<file path="config.mk">
export PLATFORM = sky130hd
export DESIGN_NAME = prog_loader
export DESIGN_NICKNAME = d
export VERILOG_FILES = /design/src/rtl/prog_loader.sv
export SDC_FILE = /design/constraint.sdc
export NUM_CORES = 1
export LEC_CHECK = 0
export BUFFER_PORTS_ARGS = -buffer_cell sky130_fd_sc_hd__buf_2
export CORE_MARGIN = 2
export CORE_UTILIZATION = 46
export DETAILED_ROUTE_END_ITERATION = 7
export GPL_TIMING_DRIVEN = 0
export PLACE_DENSITY = 0.83
export SYNTH_ARGS = -nofsm -noshare
export SYNTH_HDL_FRONTEND = slang
export SYNTH_SLANG_ARGS = --single-unit
export TNS_END_PERCENT = 10
</file>
<file path="constraint.sdc">
create_clock -name clk -period 1.6 [get_ports clk]
set_clock_uncertainty 0.05 [all_clocks]
set_input_delay 0 -clock clk [delete_from_list [all_inputs] [get_ports clk]]
set_output_delay 0 -clock clk [all_outputs]
set_load 0.02 [all_outputs]
</file>
<file path="src/rtl/prog_loader.sv">
// prog_loader: program-load stage for the 12-bit MCU.
// Receives a byte stream over a valid/ready handshake. Each pair of bytes
// (low byte, then high byte) is packed into one 12-bit instruction, which is
// written to program memory through the PMem load port.
//
// Optional feature macro: PROG_LOADER_CKSUM_EN
//   When defined, one trailing checksum byte (the XOR of all program bytes)
//   is accepted after the final write. A match ends in DONE and a mismatch
//   ends in ERR. When undefined, the final write goes straight to DONE.
//
// All outputs come straight from flops. Their next values are decoded from
// the next state, so the outputs line up with the state register.
module prog_loader #(
  parameter int DEPTH  = 10,
  parameter int ADDR_W = 8
) (
  input  logic              clk,
  input  logic              rst,
  input  logic              start,
  input  logic              byte_valid,
  input  logic [7:0]        byte_data,
  output logic              byte_ready,
  output logic              load_en,
  output logic [ADDR_W-1:0] load_addr,
  output logic [11:0]       load_instr,
  output logic              load_done,
  output logic              load_err,
  output logic              busy
);

  typedef enum logic [2:0] {
    S_IDLE  = 3'd0,
    S_LO    = 3'd1,
    S_HI    = 3'd2,
    S_WRITE = 3'd3,
    S_CKSUM = 3'd4,
    S_DONE  = 3'd5,
    S_ERR   = 3'd6
  } state_e;

  localparam logic [ADDR_W-1:0] LAST_ADDR = ADDR_W'(DEPTH - 1);
  localparam logic [ADDR_W-1:0] ADDR_ONE  = {{(ADDR_W-1){1'b0}}, 1'b1};

  state_e            state_q, state_d;
  logic [ADDR_W-1:0] addr_q,  addr_d;
  logic [11:0]       instr_q, instr_d;
  logic [7:0]        lo_q,    lo_d;
  logic              ready_q, ready_d;
  logic              en_q,    en_d;
  logic              busy_q,  busy_d;
  logic              done_q,  done_d;
  logic              err_q,   err_d;
  logic              accept_s;
`ifdef PROG_LOADER_CKSUM_EN
  logic [7:0]        cksum_q, cksum_d;
`endif

  // A byte moves only when both sides agree in the same cycle.
  assign accept_s = byte_valid & ready_q;

  // Next-state, datapath and registered-output decode.
  always_comb begin
    state_d = state_q;
    addr_d  = addr_q;
    instr_d = instr_q;
    lo_d    = lo_q;
`ifdef PROG_LOADER_CKSUM_EN
    cksum_d = cksum_q;
`endif

    case (state_q)
      S_IDLE, S_DONE, S_ERR: begin
        // Terminal and idle states all restart the same way on start.
        if (start) begin
          addr_d  = '0;
`ifdef PROG_LOADER_CKSUM_EN
          cksum_d = 8'h00;
`endif
          state_d = S_LO;
        end else begin
          state_d = state_q;
        end
      end

      S_LO: begin
        if (accept_s) begin
          lo_d    = byte_data;
`ifdef PROG_LOADER_CKSUM_EN
          cksum_d = cksum_q ^ byte_data;
`endif
          state_d = S_HI;
        end else begin
          state_d = S_LO;
        end
      end

      S_HI: begin
        if (accept_s) begin
`ifdef PROG_LOADER_CKSUM_EN
          cksum_d = cksum_q ^ byte_data;
`endif
          // A non-zero upper nibble means the stream is malformed. The
          // partial instruction is dropped and nothing is written.
          if (byte_data[7:4] != 4'h0) begin
            state_d = S_ERR;
          end else begin
            instr_d = {byte_data[3:0], lo_q};
            state_d = S_WRITE;
          end
        end else begin
          state_d = S_HI;
        end
      end

      S_WRITE: begin
        // The last address is not incremented, so it stays visible in DONE.
        if (addr_q == LAST_ADDR) begin
`ifdef PROG_LOADER_CKSUM_EN
          state_d = S_CKSUM;
`else
          state_d = S_DONE;
`endif
        end else begin
          addr_d  = addr_q + ADDR_ONE;
          state_d = S_LO;
        end
      end

`ifdef PROG_LOADER_CKSUM_EN
      S_CKSUM: begin
        if (accept_s) begin
          if (byte_data == cksum_q) begin
            state_d = S_DONE;
          end else begin
            state_d = S_ERR;
          end
        end else begin
          state_d = S_CKSUM;
        end
      end
`endif

      default: begin
        state_d = S_IDLE;
      end
    endcase

    // The outputs are decoded from the next state so that each registered
    // output matches the state it describes.
    case (state_d)
      S_LO, S_HI: begin
        ready_d = 1'b1;
      end
`ifdef PROG_LOADER_CKSUM_EN
      S_CKSUM: begin
        ready_d = 1'b1;
      end
`endif
      default: begin
        ready_d = 1'b0;
      end
    endcase
    en_d   = (state_d == S_WRITE);
    busy_d = ready_d | en_d;
    done_d = (state_d == S_DONE);
    err_d  = (state_d == S_ERR);
  end

  // State and datapath registers. Reset asserts asynchronously and drops any
  // partial instruction.
  always_ff @(posedge clk or negedge rst) begin
    if (!rst) begin
      state_q <= S_IDLE;
      addr_q  <= '0;
      instr_q <= 12'h000;
      lo_q    <= 8'h00;
      ready_q <= 1'b0;
      en_q    <= 1'b0;
      busy_q  <= 1'b0;
      done_q  <= 1'b0;
      err_q   <= 1'b0;
    end else begin
      state_q <= state_d;
      addr_q  <= addr_d;
      instr_q <= instr_d;
      lo_q    <= lo_d;
      ready_q <= ready_d;
      en_q    <= en_d;
      busy_q  <= busy_d;
      done_q  <= done_d;
      err_q   <= err_d;
    end
  end

`ifdef PROG_LOADER_CKSUM_EN
  // Running XOR of every accepted program byte.
  always_ff @(posedge clk or negedge rst) begin
    if (!rst) begin
      cksum_q <= 8'h00;
    end else begin
      cksum_q <= cksum_d;
    end
  end
`endif

  assign byte_ready = ready_q;
  assign load_en    = en_q;
  assign load_addr  = addr_q;
  assign load_instr = instr_q;
  assign load_done  = done_q;
  assign load_err   = err_q;
  assign busy       = busy_q;

endmodule

</file>
==> impl_results.md, run 1 <==
- Ports: 37
- R2R Path Start: load_addr[0]$_DFFE_PN0P_
- Clk slew on worst S/H paths: roughly 100 ps
- WL/cell: 13.9 um
- Actual slew at the worst max-slew pin: between 700 and 800 ps
- Crit path launch: load_addr[0]$_DFFE_PN0P_
- Placed cell count: between 200 and 250
- Most frequent cells in the layout: buf_2 (36), dfrtp_1 (33), mux2_2 (16), nand2_1 (11), dlygate4sd3_1 (11)
- Crit end category: flip-flop
- FF-to-FF setup slack: -120 ps
- N_diodes: 0
- Critical path arrival: 1940 ps
- Initial Util: 0.483
- Synth unique cells: 39
- Met3 routed WL: 200 um
- Worst Hold Class: in -> reg
- Final hold vios: 0
- Routability cong.: 0.857
- PD cells: 1450 nW/um^2
- Synth Warn #: 0
- Data required, critical path: between 1500 and 2000 ps
- Root Buffer: clkbuf_4
- First-pass GRT wire length: between 5000 and 6000 um
- Total track usage: 0.193
- Layout area overhead: 35.1%
- Clk_lat worst skew: roughly 340 ps
- Max-Cap Viols: 0
- Vias/cell: about 5.3
- Reg2Reg Depth: 7
- # DRC: 0
- Post-DP HPWL: 2280 um
- Die width: 63.4 um
- CTS tree: done
- Post-route ant nets: 0
- Vias in the first global route: roughly 1300
- Die ar.: 4020 um^2
- Fin crit share: 1.08
- Top layer in use: met4
- Sequential fraction of the synthesis area: 0.555
- Max VDD drop: 0.833 mV
- Number of synthesized register bits: 36
- Port-buffer cells: 36
- Met1 WL: between 1000 and 1500 um
- Layout cells sized above 1: 0.492
- Pin count of the biggest net entering global routing: 37
- Failing checks: negative setup slack
- Global route overflow: 0
- Final Max Tran Viols: 0
- Final Setup Violations: 2
- Worst Setup Start Kind: flip-flop
- 1st-iter DRT viols: around 110
- Beginning of the worst hold path: byte_data[4]
- WL final: 3340 um
- Initial DRT Pass Iterations: 4
- Cell area after synthesis: 1620 um^2
- Via count: about 1300
- Num Clock Sinks: 36
- Initial antenna violation count: 0
- Die H: about 63 um
- Core area: roughly 3400 um^2
- Unrepaired setup endpoints after global routing: yes
- # rows: 21
- Synth Instances: ~130
- Hold path depth: 4
- Post-layout min period: around 1700 ps
- Net count, final: 208
- Place WS: -224 ps
- Synthesized area per cell: 12.1 um^2
- Met2 WL: about 1800 um
- Syn Nets: roughly 150
- Fmax: 581 MHz
- Setup WS post-layout: -123 ps
- Leakage: between 1 and 1.5 nW
- Post-Layout Cell Count: approximately 240
- Longest Clk Path Bufs: 2
- Most common cell after layout, fill and taps aside: buf_2
- Kind of critical path: reg -> reg
- H-tree depth: 2
- Slew HR: 0.493
- Num CTS Buffers: 5
- Crit Path Max Fanout: 3
- Status: complete, but fails checks
==> state kept, by name, summed over array words and instances (netlist names) <==
signal      cells
busy            1
lo_q            8
state_q         3
byte_ready      1
load_en         1
load_err        1
load_done       1
load_instr     12
load_addr       8
==> worst max-delay path, stage by stage (launching register included) <==
cell	delay, ps
dfrtp_2	440
ha_4	160
nor4b_4	130
nand2_1	110
a22oi_2	90
buf_4	140
or4_1	400
a21oi_1	130
==> stage by stage <==
stage	TNS [ps]	hold slack [ps]	area, um^2	utilization	total power, mW
after global placement	-2070	59.6	1880	0.560	2.36
after global routing	-1580	86.5	2190	0.653	3.43
final	-182	87.0	2190	0.653	3.19
after floorplan	-15.6	-346	1640	-	2.11
after detailed placement	-3540	72.9	1880	0.560	2.44
after CTS	-265	20.7	2130	0.633	3.11
==> cells in the mapped netlist <==
cell	instances	area (um^2)
ha_1	2	25.0
nor4b_1	1	8.76
xor2_1	4	35.0
and3_1	1	6.26
inv_1	3	11.3
a31oi_1	2	12.5
nor3b_1	1	7.51
o22a_1	1	8.76
nor4_4	1	21.3
and2b_2	1	8.76
buf_6	1	11.3
nand2b_1	3	18.8
or4_1	1	7.51
o21ai_0	4	20.0
xnor2_1	1	8.76
o311ai_2	1	16.3
a211o_1	1	8.76
inv_2	2	7.51
a22oi_2	1	12.5
mux2_1	4	45.0
nor2_1	6	22.5
a21oi_1	6	30.0
a221oi_1	1	8.76
buf_2	1	5.00
and3b_2	1	10.0
or2_1	1	6.26
nand3_1	6	30.0
buf_4	1	7.51
nor3_1	1	5.00
nand4_1	2	12.5
nor2_2	1	6.26
o21ai_2	1	8.76
o31ai_1	2	15.0
mux2_2	16	180
and2_2	1	7.51
nand3b_1	2	15.0
nand2_1	12	45.0
dfrtp_1	36	901
or2_2	1	6.26
==> layout make-up <==
cell class / instances / area [um^2]
plain buffers: 3 / 30.0
clock buffers: 8 / 58.8
fillers: 268 / 1170
inverters: 5 / 21.3
multi-input cells: 90 / 787
flip-flops and latches: 36 / 905
well taps: 46 / 57.6
repair buffers: 53 / 335
==> kinds of logic after synthesis <==
kind of cell | count (synthesis) | synth area share
muxes | 20 | 0.139
and+or+nand+nor | 43 | 0.151
buffers and inverters | 8 | 0.0262
AOI/OAI and AO/OA | 20 | 0.0871
DFF | 36 | 0.555
adders and majority gates | 2 | 0.0154
xor gates and xnor gates | 5 | 0.0270
==> report_power, final <==
part / internal, mW / switching, mW / leakage, nW
clock network: 0.217 / 0.277 / 0.0326
registers: 1.16 / 0.138 / 0.467
logic: 0.655 / 0.738 / 0.566
total: 2.04 / 1.15 / 1.07
==> worst paths after layout <==
| kind | endpoint |
|---|---|
| max in group asynchronous | state_q[2]$_DFF_PN0_ |
| hold reg to reg | load_instr[7]$_DFFE_PN0P_ |
| setup / recovery | load_addr[6]$_DFFE_PN0P_ |
| min in group asynchronous | load_addr[1]$_DFFE_PN0P_ |
| hold / removal | load_instr[9]$_DFFE_PN0P_ |
| setup reg to reg | load_addr[6]$_DFFE_PN0P_ |
==> per-layer routing <==
layer  track usage  vias to the layer above
met5             0                        -
met4        0.0734                        0
met2         0.329                       46
met1         0.227                      622
met3        0.0625                        4
li1              -                      594
==> repair_timing <==
action | 4_1_cts | 5_1_grt
setup endpoints to repair | 23 | 25
buffers inserted | 4 | 2
gates resized for setup | 13 | 12
hold buffers | 10 | 1
hold endpoints to repair | 50 | 1
pin swaps | 5 | 7
(Power assumes the default switching activity.)
==> inputs of run 2 (changes only) <==
--- a/config.mk
+++ b/config.mk
@@ -10,6 +10,7 @@
 export CORE_UTILIZATION = 46
 export DETAILED_ROUTE_END_ITERATION = 7
 export GPL_TIMING_DRIVEN = 0
+export MAX_ROUTING_LAYER = met4
 export PLACE_DENSITY = 0.83
 export SYNTH_ARGS = -nofsm -noshare
 export SYNTH_HDL_FRONTEND = slang
==> impl_results.md, run 2 (same netlist as run 1, synthesis figures left out) <==
- Status: complete, but fails checks
- Failing checks: negative setup slack
- Hold_ws: around 89 ps
- Max incr delay on CP: roughly 440 ps
- First-pass GRT wire length: 5950 um
- Crit Path Max Fanout: 3
- Slew HR: 0.493
- 1st-iter DRT viols: roughly 120
- Reg area: just over 900 um^2
- WL/cell: 14.1 um
- Comb power frac: 0.437
- Setup WS post-layout: -120 ps
- Reg2reg end: load_addr[6]$_DFFE_PN0P_
- Beginning of the worst hold path: byte_data[4]
- Net count, final: roughly 210
- Final hold vios: 0
- Fin crit share: 1.08
- # rows: 21
- Critical path arrival: ~1900 ps
- Port-buffer cells: 36
- Longest Clk Path Bufs: 2
- Post-Layout Cell Count: 241
- Total track usage: 0.201
- Sequential share of power: 0.408
- Worst Setup Start Kind: flip-flop
- Root Buffer: clkbuf_4
- R2R Path Start: load_addr[0]$_DFFE_PN0P_
- Max-Cap Viols: 0
- Final Setup Violations: 6
- H-tree depth: 2
- Most common cell after layout, fill and taps aside: buf_2
- Worst Hold Class: in -> reg
- WL final: approximately 3400 um
- FF-to-FF setup slack: -120 ps
- Ports: 37
- Pin count of the biggest net entering global routing: 37
- Initial DRT Pass Iterations: 4
- CTS tree: done
- Initial Util: 0.483
- Post-route ant nets: 0
- Sequence of cells on the critical path: ha_4, nor4b_4, nand2_1, a22oi_2, buf_4, or4_1, a21oi_1
- Routability cong.: approximately 0.87
- Vias in the first global route: ~1300
- Hold EP: load_instr[9]$_DFFE_PN0P_
- Clk_lat worst skew: 330 ps
- Die H: 63.4 um
- Cell Int Power: 2.04 mW
- Hold path depth: 4
- Area of the multi-input gates: 787 um^2
- Slowest-stage cell, CP: dfrtp_2
- Num Clock Sinks: 36
- Place WS: -224 ps
- Die ar.: 4020 um^2
- N_diodes: 0
- Switch share: 0.363
- Num CTS Buffers: 5
- Die width: ~63 um
- Vias/cell: 5.28
- Reg2Reg Depth: 7
- Global route overflow: 0
- Kind of critical path: reg -> reg
- Fmax: 581 MHz
- Layout cells sized above 1: 0.492
- Max VDD drop: 0.834 mV
- Unrepaired setup endpoints after global routing: yes
- Tot Pwr: around 3.2 mW
- Clock network fraction of design power: 0.155
- Core area: 3360 um^2
- Switching power: 1.16 mW
- Placed cell count: between 200 and 250
- Layout area overhead: 35.1%
- Clk slew on worst S/H paths: about 100 ps
- Leakage: around 1.1 nW
- # DRC: 0
- Post-layout min period: 1720 ps
- Max reg flops: 12
- Initial antenna violation count: 0
- Actual slew at the worst max-slew pin: between 700 and 800 ps
- Data required, critical path: roughly 1800 ps
- Final Max Tran Viols: 0
- Post-DP HPWL: approximately 2300 um
- Via count: roughly 1300
- PD cells: ~1500 nW/um^2
- FILL cells: ~270
- Crit end category: flip-flop
- Most frequent cells in the layout: buf_2 (36), dfrtp_1 (33), mux2_2 (16), nand2_1 (11), dlygate4sd3_1 (11)
==> run 2: cell counts in the layout (fill, tap and decap cells not counted) <==
No cell type changed its count.
==> run 2: worst max-delay path by stage <==
stage / from / endpoint / depth (start not counted)
6_report: load_addr[0]$_DFFE_PN0P_ / load_addr[6]$_DFFE_PN0P_ / 7
5_1_grt: load_addr[0]$_DFFE_PN0P_ / load_addr[6]$_DFFE_PN0P_ / 7
4_1_cts: state_q[0]$_DFF_PN0_ / load_addr[6]$_DFFE_PN0P_ / 7
3_5_place_dp: state_q[2]$_DFF_PN0_ / load_instr[5]$_DFFE_PN0P_ / 5
3_3_place_gp: state_q[2]$_DFF_PN0_ / load_instr[4]$_DFFE_PN0P_ / 5
2_1_floorplan: load_addr[0]$_DFFE_PN0P_ / load_addr[6]$_DFFE_PN0P_ / 6
==> run 2: power groups by stage <==
stage          registers, mW  logic [mW]  clock network (mW)
2_1_floorplan           1.45       0.656                   0
3_3_place_gp            1.31        1.05                   0
4_1_cts                 1.30        1.30               0.514
3_5_place_dp            1.33        1.10                   0
6_report                1.30        1.40               0.496
5_1_grt                 1.34        1.52               0.571
==> run 2: timing repair <==
| action | 4_1_cts | 5_1_grt |
|---|---|---|
| pin swaps | 5 | 7 |
| hold endpoints to repair | 50 | 1 |
| gates cloned | 0 | 0 |
| hold buffers | 10 | 1 |
| endpoints found under the setup margin | 23 | 25 |
| setup buffers | 4 | 2 |
| gates resized for setup | 13 | 12 |
==> run 2: final cells by class <==
cell class              count  share of cell area
flip-flops and latches     36               0.412
multi-input cells          90               0.359
repair buffers             53               0.153
clock buffers               8              0.0268
well taps                  46              0.0262
plain buffers               3              0.0137
inverters                   5             0.00969
==> run 2: per-stage QoR <==
step | TNS [ps] | cell area [um^2] | utilization
6_report | -205 | 2190 | 0.653
5_1_grt | -1620 | 2190 | 0.653
4_1_cts | -265 | 2130 | 0.633
3_5_place_dp | -3540 | 1880 | 0.560
3_3_place_gp | -2070 | 1880 | 0.560
2_1_floorplan | -15.6 | 1640 | -
==> run 2: per-layer routing <==
layer / up-vias / routed length (um) / track usage
li1: 593 / - / -
met1: 633 / 1420 / 0.235
met2: 41 / 1770 / 0.328
met3: 5 / 170 / 0.0607
met4: 0 / 50 / 0.0734
met5: - / 0 / -
==> run 2: critical path, delay by kind of cell (launching register included) <==
family                   cells  cell delay [ps]
buffers and inverters        1              140
AO/OA/AOI/OAI                2              220
adder cells (fa/ha/maj)      1              160
AND/OR/NAND/NOR              3              640
flip-flops                   1              440
==> inputs of run 3 (changes only) <==
--- a/config.mk
+++ b/config.mk
@@ -6,12 +6,14 @@
 export NUM_CORES = 1
 export LEC_CHECK = 0
 export BUFFER_PORTS_ARGS = -buffer_cell sky130_fd_sc_hd__buf_2
+export CELL_PAD_IN_SITES_DETAIL_PLACEMENT = 1
+export CELL_PAD_IN_SITES_GLOBAL_PLACEMENT = 2
 export CORE_MARGIN = 2
-export CORE_UTILIZATION = 46
+export CORE_UTILIZATION = 31
 export DETAILED_ROUTE_END_ITERATION = 7
 export GPL_TIMING_DRIVEN = 0
 export MAX_ROUTING_LAYER = met4
-export PLACE_DENSITY = 0.83
+export PLACE_DENSITY = 0.85
 export SYNTH_ARGS = -nofsm -noshare
 export SYNTH_HDL_FRONTEND = slang
 export SYNTH_SLANG_ARGS = --single-unit
==> impl_results.md, run 3 (same netlist as run 1, synthesis figures left out) <==
- Max-Cap Viols: 0
- Sequence of cells on the critical path: buf_6, xor2_1, o21ai_2, a22oi_2, buf_6, or4_4, a21oi_2
- N_diodes: 0
- Failing checks: negative setup slack
- Actual slew at the worst max-slew pin: approximately 790 ps
- Fin crit share: 1.07
- Initial antenna violation count: 0
- Worst Setup Start Kind: flip-flop
- Place WS: -210 ps
- Clock network fraction of design power: 0.190
- Root Buffer: clkbuf_8
- Status: complete, but fails checks
- Kind of critical path: reg -> reg
- Switching power: around 1.1 mW
- Num CTS Buffers: 5
- Post-DP HPWL: around 2700 um
- Post-Layout Cell Count: 262
- Max incr delay on CP: between 400 and 500 ps
- Post-route cell area: 2200 um^2
- Routability cong.: just under 0.9
- Post-layout min period: 1710 ps
- Max reg flops: 12
- Port-buffer cells: 36
- Critical path arrival: about 1900 ps
- Die width: approximately 76 um
- Slew HR: 0.471
- Pin count of the biggest net entering global routing: 37
- TNS Setup: -258 ps
- First-pass GRT wire length: between 6000 and 7000 um
- Fmax: between 500 and 600 MHz
- Setup WS post-layout: -110 ps
- Unrepaired setup endpoints after global routing: yes
- Most frequent cells in the layout: buf_2 (36), dfrtp_1 (33), mux2_2 (16), nand2_1 (12), dlygate4sd3_1 (10)
- Final hold vios: 0
- Crit end category: flip-flop
- Crit Path Max Fanout: 8
- Layout cells sized above 1: 0.479
- Most common cell after layout, fill and taps aside: buf_2
- Tot Pwr: 3.21 mW
- Clk slew on worst S/H paths: around 80 ps
- # DRC: 0
- Die H: 76.4 um
- WL final: 3680 um
- # rows: 26
- Clk_lat worst skew: around 290 ps
- Most used cell along the critical path: buf_6
- Layout area overhead: 35.4%
- WL/cell: approximately 14 um
- Longest Clk Path Bufs: 2
- Vias in the first global route: about 1400
- Hold_ws: 98.6 ps
- Post-route ant nets: 0
- Sequential share of power: 0.405
- Ports: 37
- Core area: approximately 5100 um^2
- Num Clock Sinks: 36
- PD cells: 1460 nW/um^2
- 1st-iter DRT viols: 32
- Slowest-stage cell, CP: or4_4
- Via count: between 1000 and 1500
- Placed inst area: between 1500 and 2000 um^2
- Placed cell count: 240
- Switch share: 0.357
- Global route overflow: 0
- Comb power frac: 0.405
- Leakage: between 1 and 1.5 nW
- Die ar.: slightly below 6000 um^2
- Final Max Tran Viols: 0
- Worst Hold Class: in -> reg
- Vias/cell: roughly 4.8
- Crit path max-delay family: simple AND/OR/NAND/NOR gates
- H-tree depth: 2
- CTS tree: done
- Net count, final: about 210
- Cell Int Power: about 2.1 mW
- Initial DRT Pass Iterations: 3
- Initial Util: 0.320
- Post-layout util: 0.433
- Max VDD drop: just over 0.6 mV
- Total track usage: 0.143
- Worst path buffer plus inverter count: 2
- Final Setup Violations: 6
- Data required, critical path: between 1500 and 2000 ps
run 3: worst reg2reg max path, delay by kind of cell (launching register included):
kind                      cells  cell delay [ps]
AOI/OAI and AO/OA             3              360
xor gates and xnor gates      1              160
buffers and inverters         2              270
DFF                           1              380
and+or+nand+nor               1              420
run 3: repair_timing:
item | 4_1_cts | 5_1_grt
endpoints found under the setup margin | 23 | 27
hold buffers | 10 | 0
setup buffers | 4 | 1
pin swaps | 2 | 4
endpoints found under the hold margin | 49 | 0
resized for setup | 8 | 10
cloned | 0 | 0
run 3: power groups by stage:
stage / clock [mW] / sequential, mW / combinational, mW
6_report: 0.610 / 1.30 / 1.30
5_1_grt: 0.694 / 1.34 / 1.44
4_1_cts: 0.636 / 1.30 / 1.26
3_5_place_dp: 0 / 1.33 / 1.13
3_3_place_gp: 0 / 1.31 / 1.07
2_1_floorplan: 0 / 1.45 / 0.656
run 3: final timing paths:
kind	end	slack (ps)	cells after the start	start
setup reg to reg	load_addr[6]$_DFFE_PN0P_	-110	7	state_q[0]$_DFF_PN0_
setup / recovery	load_addr[6]$_DFFE_PN0P_	-110	7	state_q[0]$_DFF_PN0_
hold / removal	state_q[2]$_DFF_PN0_	100	3	byte_valid
max in group asynchronous	load_addr[0]$_DFFE_PN0P_	650	2	rst
hold reg to reg	load_instr[1]$_DFFE_PN0P_	440	1	load_instr[1]$_DFFE_PN0P_
min in group asynchronous	load_addr[2]$_DFFE_PN0P_	280	2	rst
run 3: layer usage:
layer  GRT usage  routed length [um]  share of wire
met1       0.157                1590           0.43
met2       0.250                1870           0.51
met3      0.0438                 174          0.047
met4      0.0382                  36         0.0098
met5           -                   0              0
run 3: area by class of cell:
cell class / instances / area, um^2
Fill cell: 582 / 2880
Clock buffer: 5 / 68.8
Sequential cell: 36 / 905
Inverter: 5 / 18.8
Clock inverter: 2 / 12.5
Tap cell: 70 / 87.6
Timing Repair Buffer: 51 / 322
Buffer: 3 / 30.0
Multi-Input combinational cell: 90 / 756
